**src/rtl/tcb_align_split.sv**
```systemverilog
// Splits unaligned reference-mode TCB requests into aligned memory-mode transfers and
// merges split read responses. Optional splitting is enabled by `TCB_ALIGN_SPLIT_EN.
//
// state  | meaning
// -------+---------------------------------------------
// IDLE   | issuing single request or first part of split
// SECOND | second part of a split request pending
module tcb_align_split #(
    parameter int ABW = 32,
    parameter int DBW = 32,
    parameter int BEN = DBW/8,
    parameter int DLY = 1
)(
    input  logic           clk,
    input  logic           rst,
    input  logic           sub_vld,
    output logic           sub_rdy,
    input  logic           sub_wen,
    input  logic [ABW-1:0] sub_adr,
    input  logic [2:0]     sub_siz,
    input  logic [DBW-1:0] sub_wdt,
    output logic [DBW-1:0] sub_rdt,
    output logic           sub_err,
    output logic           man_vld,
    input  logic           man_rdy,
    output logic           man_wen,
    output logic [ABW-1:0] man_adr,
    output logic [BEN-1:0] man_byt,
    output logic [DBW-1:0] man_wdt,
    input  logic [DBW-1:0] man_rdt,
    input  logic           man_err
);

    localparam int OW = $clog2(BEN);
    localparam int NW = OW + 2;

    localparam logic [1:0] PH_SINGLE = 2'd0;
    localparam logic [1:0] PH_FIRST  = 2'd1;
    localparam logic [1:0] PH_SECOND = 2'd2;
    localparam logic [1:0] PH_ERROR  = 2'd3;

    typedef struct packed {
        logic          act;
        logic [1:0]    phs;
        logic          wen;
        logic [OW-1:0] off;
        logic [2:0]    siz;
    } rsp_t;

    logic [OW-1:0]    off;
    logic [NW-1:0]    n_bytes;
    logic             split;
    logic [2*BEN-1:0] byt_2w;
    logic [2*DBW-1:0] wdt_2w;
    logic [ABW-1:0]   adr_al;
    logic             second;
    logic [DBW-1:0]   hold_dat;
    logic             hold_err;
    logic             man_hs;
    logic             err_hs;
    rsp_t             push;
    rsp_t             rsp;
    rsp_t             pipe_q [DLY];
    logic [2*DBW-1:0] rdt_cat;
    logic [DBW-1:0]   rdt_shf;
    logic [NW-1:0]    rsp_n;

    assign off     = sub_adr[OW-1:0];
    assign n_bytes = NW'(1) << sub_siz;
    assign split   = (NW'(off) + n_bytes) > NW'(BEN);
    assign adr_al  = {sub_adr[ABW-1:OW], {OW{1'b0}}};

    // Low half feeds the first (or only) beat, high half spills into the next word.
    assign byt_2w = (((2*BEN)'(1) << n_bytes) - (2*BEN)'(1)) << off;
    assign wdt_2w = {{DBW{1'b0}}, sub_wdt} << {off, 3'b000};

`ifdef TCB_ALIGN_SPLIT_EN
    typedef enum logic {IDLE, SECOND} state_t;

    state_t         state_q;
    logic [DBW-1:0] hold_dat_q;
    logic           hold_err_q;

    always_ff @(posedge clk or negedge rst) begin
        if (!rst) begin
            state_q    <= IDLE;
            hold_dat_q <= '0;
            hold_err_q <= 1'b0;
        end else begin
            if (state_q == IDLE) begin
                if (sub_vld && man_rdy && split) state_q <= SECOND;
            end else if (man_rdy) begin
                state_q <= IDLE;
            end
            if (rsp.act && (rsp.phs == PH_FIRST)) begin
                hold_dat_q <= man_rdt;
                hold_err_q <= man_err;
            end
        end
    end

    assign second   = (state_q == SECOND);
    assign hold_dat = hold_dat_q;
    assign hold_err = hold_err_q;
    assign err_hs   = 1'b0;

    always_comb begin
        man_vld = sub_vld;
        sub_rdy = man_rdy;
        if (!second && split) sub_rdy = 1'b0;
    end
`else
    assign second   = 1'b0;
    assign hold_dat = '0;
    assign hold_err = 1'b0;
    // Crossing requests are swallowed locally and answered with an error.
    assign err_hs   = sub_vld && split;

    always_comb begin
        man_vld = sub_vld && !split;
        sub_rdy = split ? 1'b1 : man_rdy;
    end
`endif

    assign man_wen = sub_wen;
    assign man_adr = second ? (adr_al + ABW'(BEN)) : adr_al;
    assign man_byt = second ? byt_2w[2*BEN-1:BEN] : byt_2w[BEN-1:0];
    assign man_wdt = wdt_2w[DBW-1:0] | wdt_2w[2*DBW-1:DBW];
    assign man_hs  = man_vld && man_rdy;

    always_comb begin
        push.act = man_hs || err_hs;
        push.phs = PH_SINGLE;
        if (err_hs)      push.phs = PH_ERROR;
        else if (second) push.phs = PH_SECOND;
        else if (split)  push.phs = PH_FIRST;
        push.wen = sub_wen;
        push.off = off;
        push.siz = sub_siz;
    end

    always_ff @(posedge clk or negedge rst) begin
        if (!rst) begin
            for (int i = 0; i < DLY; i++) pipe_q[i] <= '0;
        end else begin
            pipe_q[0] <= push;
            for (int i = 1; i < DLY; i++) pipe_q[i] <= pipe_q[i-1];
        end
    end

    assign rsp = pipe_q[DLY-1];

    // {B, A} shifted down by the offset puts upstream byte i at the bottom.
    assign rdt_cat = (rsp.phs == PH_SECOND) ? {man_rdt, hold_dat} : {{DBW{1'b0}}, man_rdt};
    assign rdt_shf = rdt_cat[{rsp.off, 3'b000} +: DBW];
    assign rsp_n   = NW'(1) << rsp.siz;

    always_comb begin
        sub_rdt = '0;
        sub_err = 1'b0;
        if (rsp.act) begin
            case (rsp.phs)
                PH_SINGLE: sub_err = man_err;
                PH_SECOND: sub_err = man_err | hold_err;
                PH_ERROR:  sub_err = 1'b1;
                default:   sub_err = 1'b0;
            endcase
            if (!rsp.wen && ((rsp.phs == PH_SINGLE) || (rsp.phs == PH_SECOND))) begin
                for (int i = 0; i < BEN; i++) begin
                    if (NW'(i) < rsp_n) sub_rdt[8*i +: 8] = rdt_shf[8*i +: 8];
                end
            end
        end
    end

`ifndef SYNTHESIS
    always @(posedge clk) begin
        if (rst && sub_vld) assert (int'(sub_siz) <= OW);
    end
`endif

endmodule
```
**config.mk**
```make
export PLATFORM = sky130hd
export DESIGN_NAME = tcb_align_split
export DESIGN_NICKNAME = d
export VERILOG_FILES = /design/src/rtl/tcb_align_split.sv
export SDC_FILE = /design/constraint.sdc
export NUM_CORES = 1
export LEC_CHECK = 0
export ABC_AREA = 1
export BUFFER_PORTS_ARGS = -buffer_cell sky130_fd_sc_hd__buf_2
export CORE_ASPECT_RATIO = 1.75
export CORE_MARGIN = 4
export CORE_UTILIZATION = 44
export CTS_BUF_LIST = sky130_fd_sc_hd__clkbuf_16
export CTS_CLUSTER_SIZE = 14
export DETAILED_ROUTE_END_ITERATION = 6
export PLACE_DENSITY = 0.89
export SYNTH_ARGS = -nofsm -noshare
export SYNTH_HDL_FRONTEND = slang
export SYNTH_SLANG_ARGS = --single-unit
```
**constraint.sdc**
```tcl
create_clock -name clk -period 3.6 [get_ports clk]
set_input_delay 0.54 -clock clk [delete_from_list [all_inputs] [get_ports clk]]
set_output_delay 0.54 -clock clk [all_outputs]
set_load 0.005 [all_outputs]
```
# Word level (Yosys, flattened, before mapping)
# Index checks and enable logic that the tools add are counted.
# op_classes
eq_ne	2
n_reduce_logical	10
n_mux	12
bitwise_logic	1
add_sub_neg	2
order_cmp	5
shift	6
# op_table
operator	n
32-bit 2-to-1 mux	2
64-bit 2-to-1 mux	1
64-bit by 6-bit variable part select with 32-bit output	1
32-bit by 5-bit << shifter with 64-bit output	1
8-bit 2-to-1 mux	4
32-bit bitwise OR	1
1-bit by 4-bit less-than comparator with 1-bit output, first input constant	2
2-bit by 4-bit less-than comparator with 1-bit output, first input constant	2
1-bit by 3-bit << shifter with 4-bit output, first input constant	2
1-bit by 4-bit << shifter with 8-bit output, first input constant	1
8-bit by 2-bit << shifter with 4-bit output	1
8-bit by 2-bit subtractor with 8-bit output, second input constant	1
2-bit by 4-bit adder with 4-bit output	1
2-bit equality test, second input constant	2
4-bit by 3-bit > comparator with 1-bit output, second input constant	1
1-bit logical AND	4
1-bit 2-to-1 mux	3
1-bit logical NOT	2
2-bit logical NOT	1
1-bit logical OR	2
2-bit 2-to-1 mux	1
1-bit one-hot mux with 2 select lines	1
2-bit OR reduction	1
# word_totals
in_bits	105
ff_bits	9
word_cells	43
out_inout_bits	104

# Logic depth before layout (Yosys ltp)
# logic_depth
word_depth	7
mapped_depth	11
depth_no_buf	11

# Worst setup path before layout
# OpenSTA, ideal clock, no wires.
# synth_timing
path_kind	input -> output
startpoint	in sub_siz[1]
endpoint	out man_vld
required_time_ps	3060
arrival_time_ps	1913
cell_stages	7
path_buffers	0
path_slack_ps	1147
path_cell_list	nor3_1 -> ha_1 -> fa_1 -> or2_2 -> nand2_1 -> nand2_1 -> nor2_1
# synth_between
elab_chain_len	5
# synth_lines
element	line_no	source
start: declaration	20	input logic [2:0] sub_siz,
1-bit by 3-bit << shifter with 4-bit output	69	assign n_bytes = NW'(1) << sub_siz;
2-bit by 4-bit adder with 4-bit output	70	assign split = (NW'(off) + n_bytes) > NW'(BEN);
4-bit by 3-bit > comparator with 1-bit output	70	
1-bit logical NOT	120	man_vld = sub_vld && !split;
1-bit logical AND	120	
end: declaration	24	output logic man_vld,
# Every way passes these cells.

# Worst setup path in the final report
# Ends and elaborated chain as after synthesis.

==> impl_metrics.yaml <==
timing:
  hold_viol: 0
  setup_tns_ps: 0
  worstMarginPinSlew_ps: 873
  slew_violations: 0
  period_share_pct: 78.8
  rsz0062_at_grt: "no"
  setup_viol: 0
  relSlewSlack_pct: 41.7
  finalWorstSetupSlack_ps: 762
  fmax_mhz: 352
  post-route-min-period_ps: 2840
clock_tree:
  cts_root_buffer: "clkbuf_16"
  ctsHoldBuffers: 0
  clockBufferDepth: 2
  cts_setup_buffers: 0
  cts.reportedPaths.clkPinSlew_ps: 40
  cts_made_buffers: 3
  cts_tree: "built"
  cts.sinks: 9
  post_cts_resized: 0
  cts_htree_levels: 1
die:
  rows: 36
  ios: 209
  start_util_pct: 46.0
  dieHeight_um: 110
  design.core.area_um2: 5630
  die-area_um2: 7230
  die_w_um: 66.0
routing:
  antenna_left: 0
  drt_pass1_iterations: 6
  drc: 0
  drt_iter0_markers: 454
  num_vias: 3503
  viasPerCell: 5.28
  wl_per_cell_um: 13.3
  wl_um: 8810
status:
  status: "completed"
run:
  maxCapViolations: 0
global_route:
  grt_use_met2_pct: 41.2
  grt_max_degree: 41
  grt_util_met3_pct: 4.70
  grt_pass1_wl_um: 13500
  top_usage_layer: "met2"
  use_met1_pct: 24.6
  grt.total_usage_pct: 23.2
  grt_pass1_vias: 3216
  grt_overflow_total: 0
  antenna_found_initial: 0
final_layout:
  layout.area.seq_um2: 225
  final_cell_mix: "nand2_1 (174), buf_2 (146), o21ai_0 (81)"
  antenna_cells: 0
  layout_commonest_cell: "nand2_1"
  drive_gt1_share_pct: 28.1
  area_growth_pct: 18.7
  nets: 698
  largest_register_ffs: 9
  multi_input_area_um2: 1760
  fillCellCount: 568
  largestRegisters: "pipe_q (9)"
  top_register: "pipe_q"
worst_setup_path:
  cp_cell_sequence: "buf_2 -> nor3_1 -> ha_1 -> fa_1 -> or2_2 -> nand2_1 -> nand2_1 -> nor2_1 -> buf_2"
  crit_type: "input pin to primary output"
  crit_path_top_delay_cell: "fa_1"
  cp-end-kind: "primary output"
  slowest_delay_ps: 420
  critPathArrivalTime_ps: 2300
  required_ps: 3060
  cp_max_fo: 6
  start_kind: "input pin"
yosys:
  syn_inst: 499
  yosysSeqAreaShare_pct: 8.69
  ys_types: 27
  synth.avg_cell_area_um2: 5.19
  synth_ff_type: "dfrtp_1"
  yosysWarnings: 0
  synthTopCellsByArea: "nand2_1 (25%), o21ai_0 (16%), buf_4 (11%), dfrtp_1 (8.7%), nor2_1 (7.7%)"
  netlist.area_leader.share_pct: 25.2
  yosys.area.top_type: "nand2_1"
  synth_seq_cells: 9
  async_reset_ff_share_pct: 100
  synth_area_um2: 2590
  synth_enable_flop_cells: 0
power:
  p_leak_uw: 0.00188
  peakVddDrop_v: 0.000264
  power_density_nw_per_um2: 205
placement:
  place_congestion: 0.880
  place_ws_ps: 770
  post-dp-hpwl_um: 7000
  portBuffers: 146
min_path:
  min_path_type: "input pin to asynchronous set/reset pin"
## where the power goes
| part | leakage (µW) | switching [µW] | internal, µW |
|---|---|---|---|
| clock network | 0.0000423 | 43.5 | 145 |
| logic | 0.00173 | 199 | 128 |
| registers | 0.000108 | 6.09 | 108 |
| total | 0.00188 | 248 | 381 |
## path summary, 6_finish.rpt
| kind | cells after the start | slack, ps | end | from |
|---|---|---|---|---|
| worst max-delay path | 9 | 760 | man_vld | sub_siz[1] |
| worst min-delay path | 1 | 150 | pipe_q[2] | rst |
| max in group asynchronous | 1 | 3270 | pipe_q[7] | rst |
| min in group clk | 1 | 440 | pipe_q[5] | sub_wen |
## cells in the mapped netlist, types with 5 or more instances
cell type	number
nand3_1	24
a21oi_1	17
nor2_1	53
mux2i_1	8
o21ai_0	81
inv_1	39
buf_2	12
o211ai_1	5
clkbuf_1	9
dfrtp_1	9
nand2_1	174
buf_4	38
buf_6	5
## layer usage
| metal | share of wire (%) | wire (µm) |
|---|---|---|
| met3 | 11 | 980 |
| met1 | 37 | 3250 |
| met4 | 4.2 | 374 |
| met5 | 0 | 0 |
| met2 | 48 | 4200 |
## worst max-delay path, delay by kind of cell
family	cells	cell delay, ps
simple gates	5	850
buf+inv	2	250
fa+ha+maj	2	660
## per-stage QoR
stage | area (µm²) | total power (µW) | utilization, % | instances | hold WS (ps)
finish | 3080 | 629 | 54.6 | 664 | 150
global route | 3080 | 685 | 54.6 | 664 | 163
CTS | 3080 | 629 | 54.6 | 664 | 156
detailed placement | 3000 | 438 | 53.2 | 660 | 398
global placement | 3000 | 430 | 53.2 | 660 | 397
floorplan | 2590 | 346 | - | 500 | 244
## logic make-up after synthesis
| group | Yosys count | synth area share, % |
|---|---|---|
| AND/OR/NAND/NOR | 260 | 40.1 |
| AO/OA/AOI/OAI | 109 | 22.1 |
| buffers and inverters | 108 | 23.6 |
| flip-flops | 9 | 8.69 |
| multiplexers | 8 | 3.09 |
| adder cells (fa/ha/maj) | 4 | 2.22 |
| other | 1 | 0.145 |
## area by class of cell
cell class                      count  area share [%]
Inverter                           42            5.13
Tap cell                           76            3.09
Timing Repair Buffer              150            24.7
Multi-Input combinational cell    383            57.2
Clock buffer                        3            2.44
Clock inverter                      1           0.122
Sequential cell                     9            7.32
(Power assumes the default switching activity.)
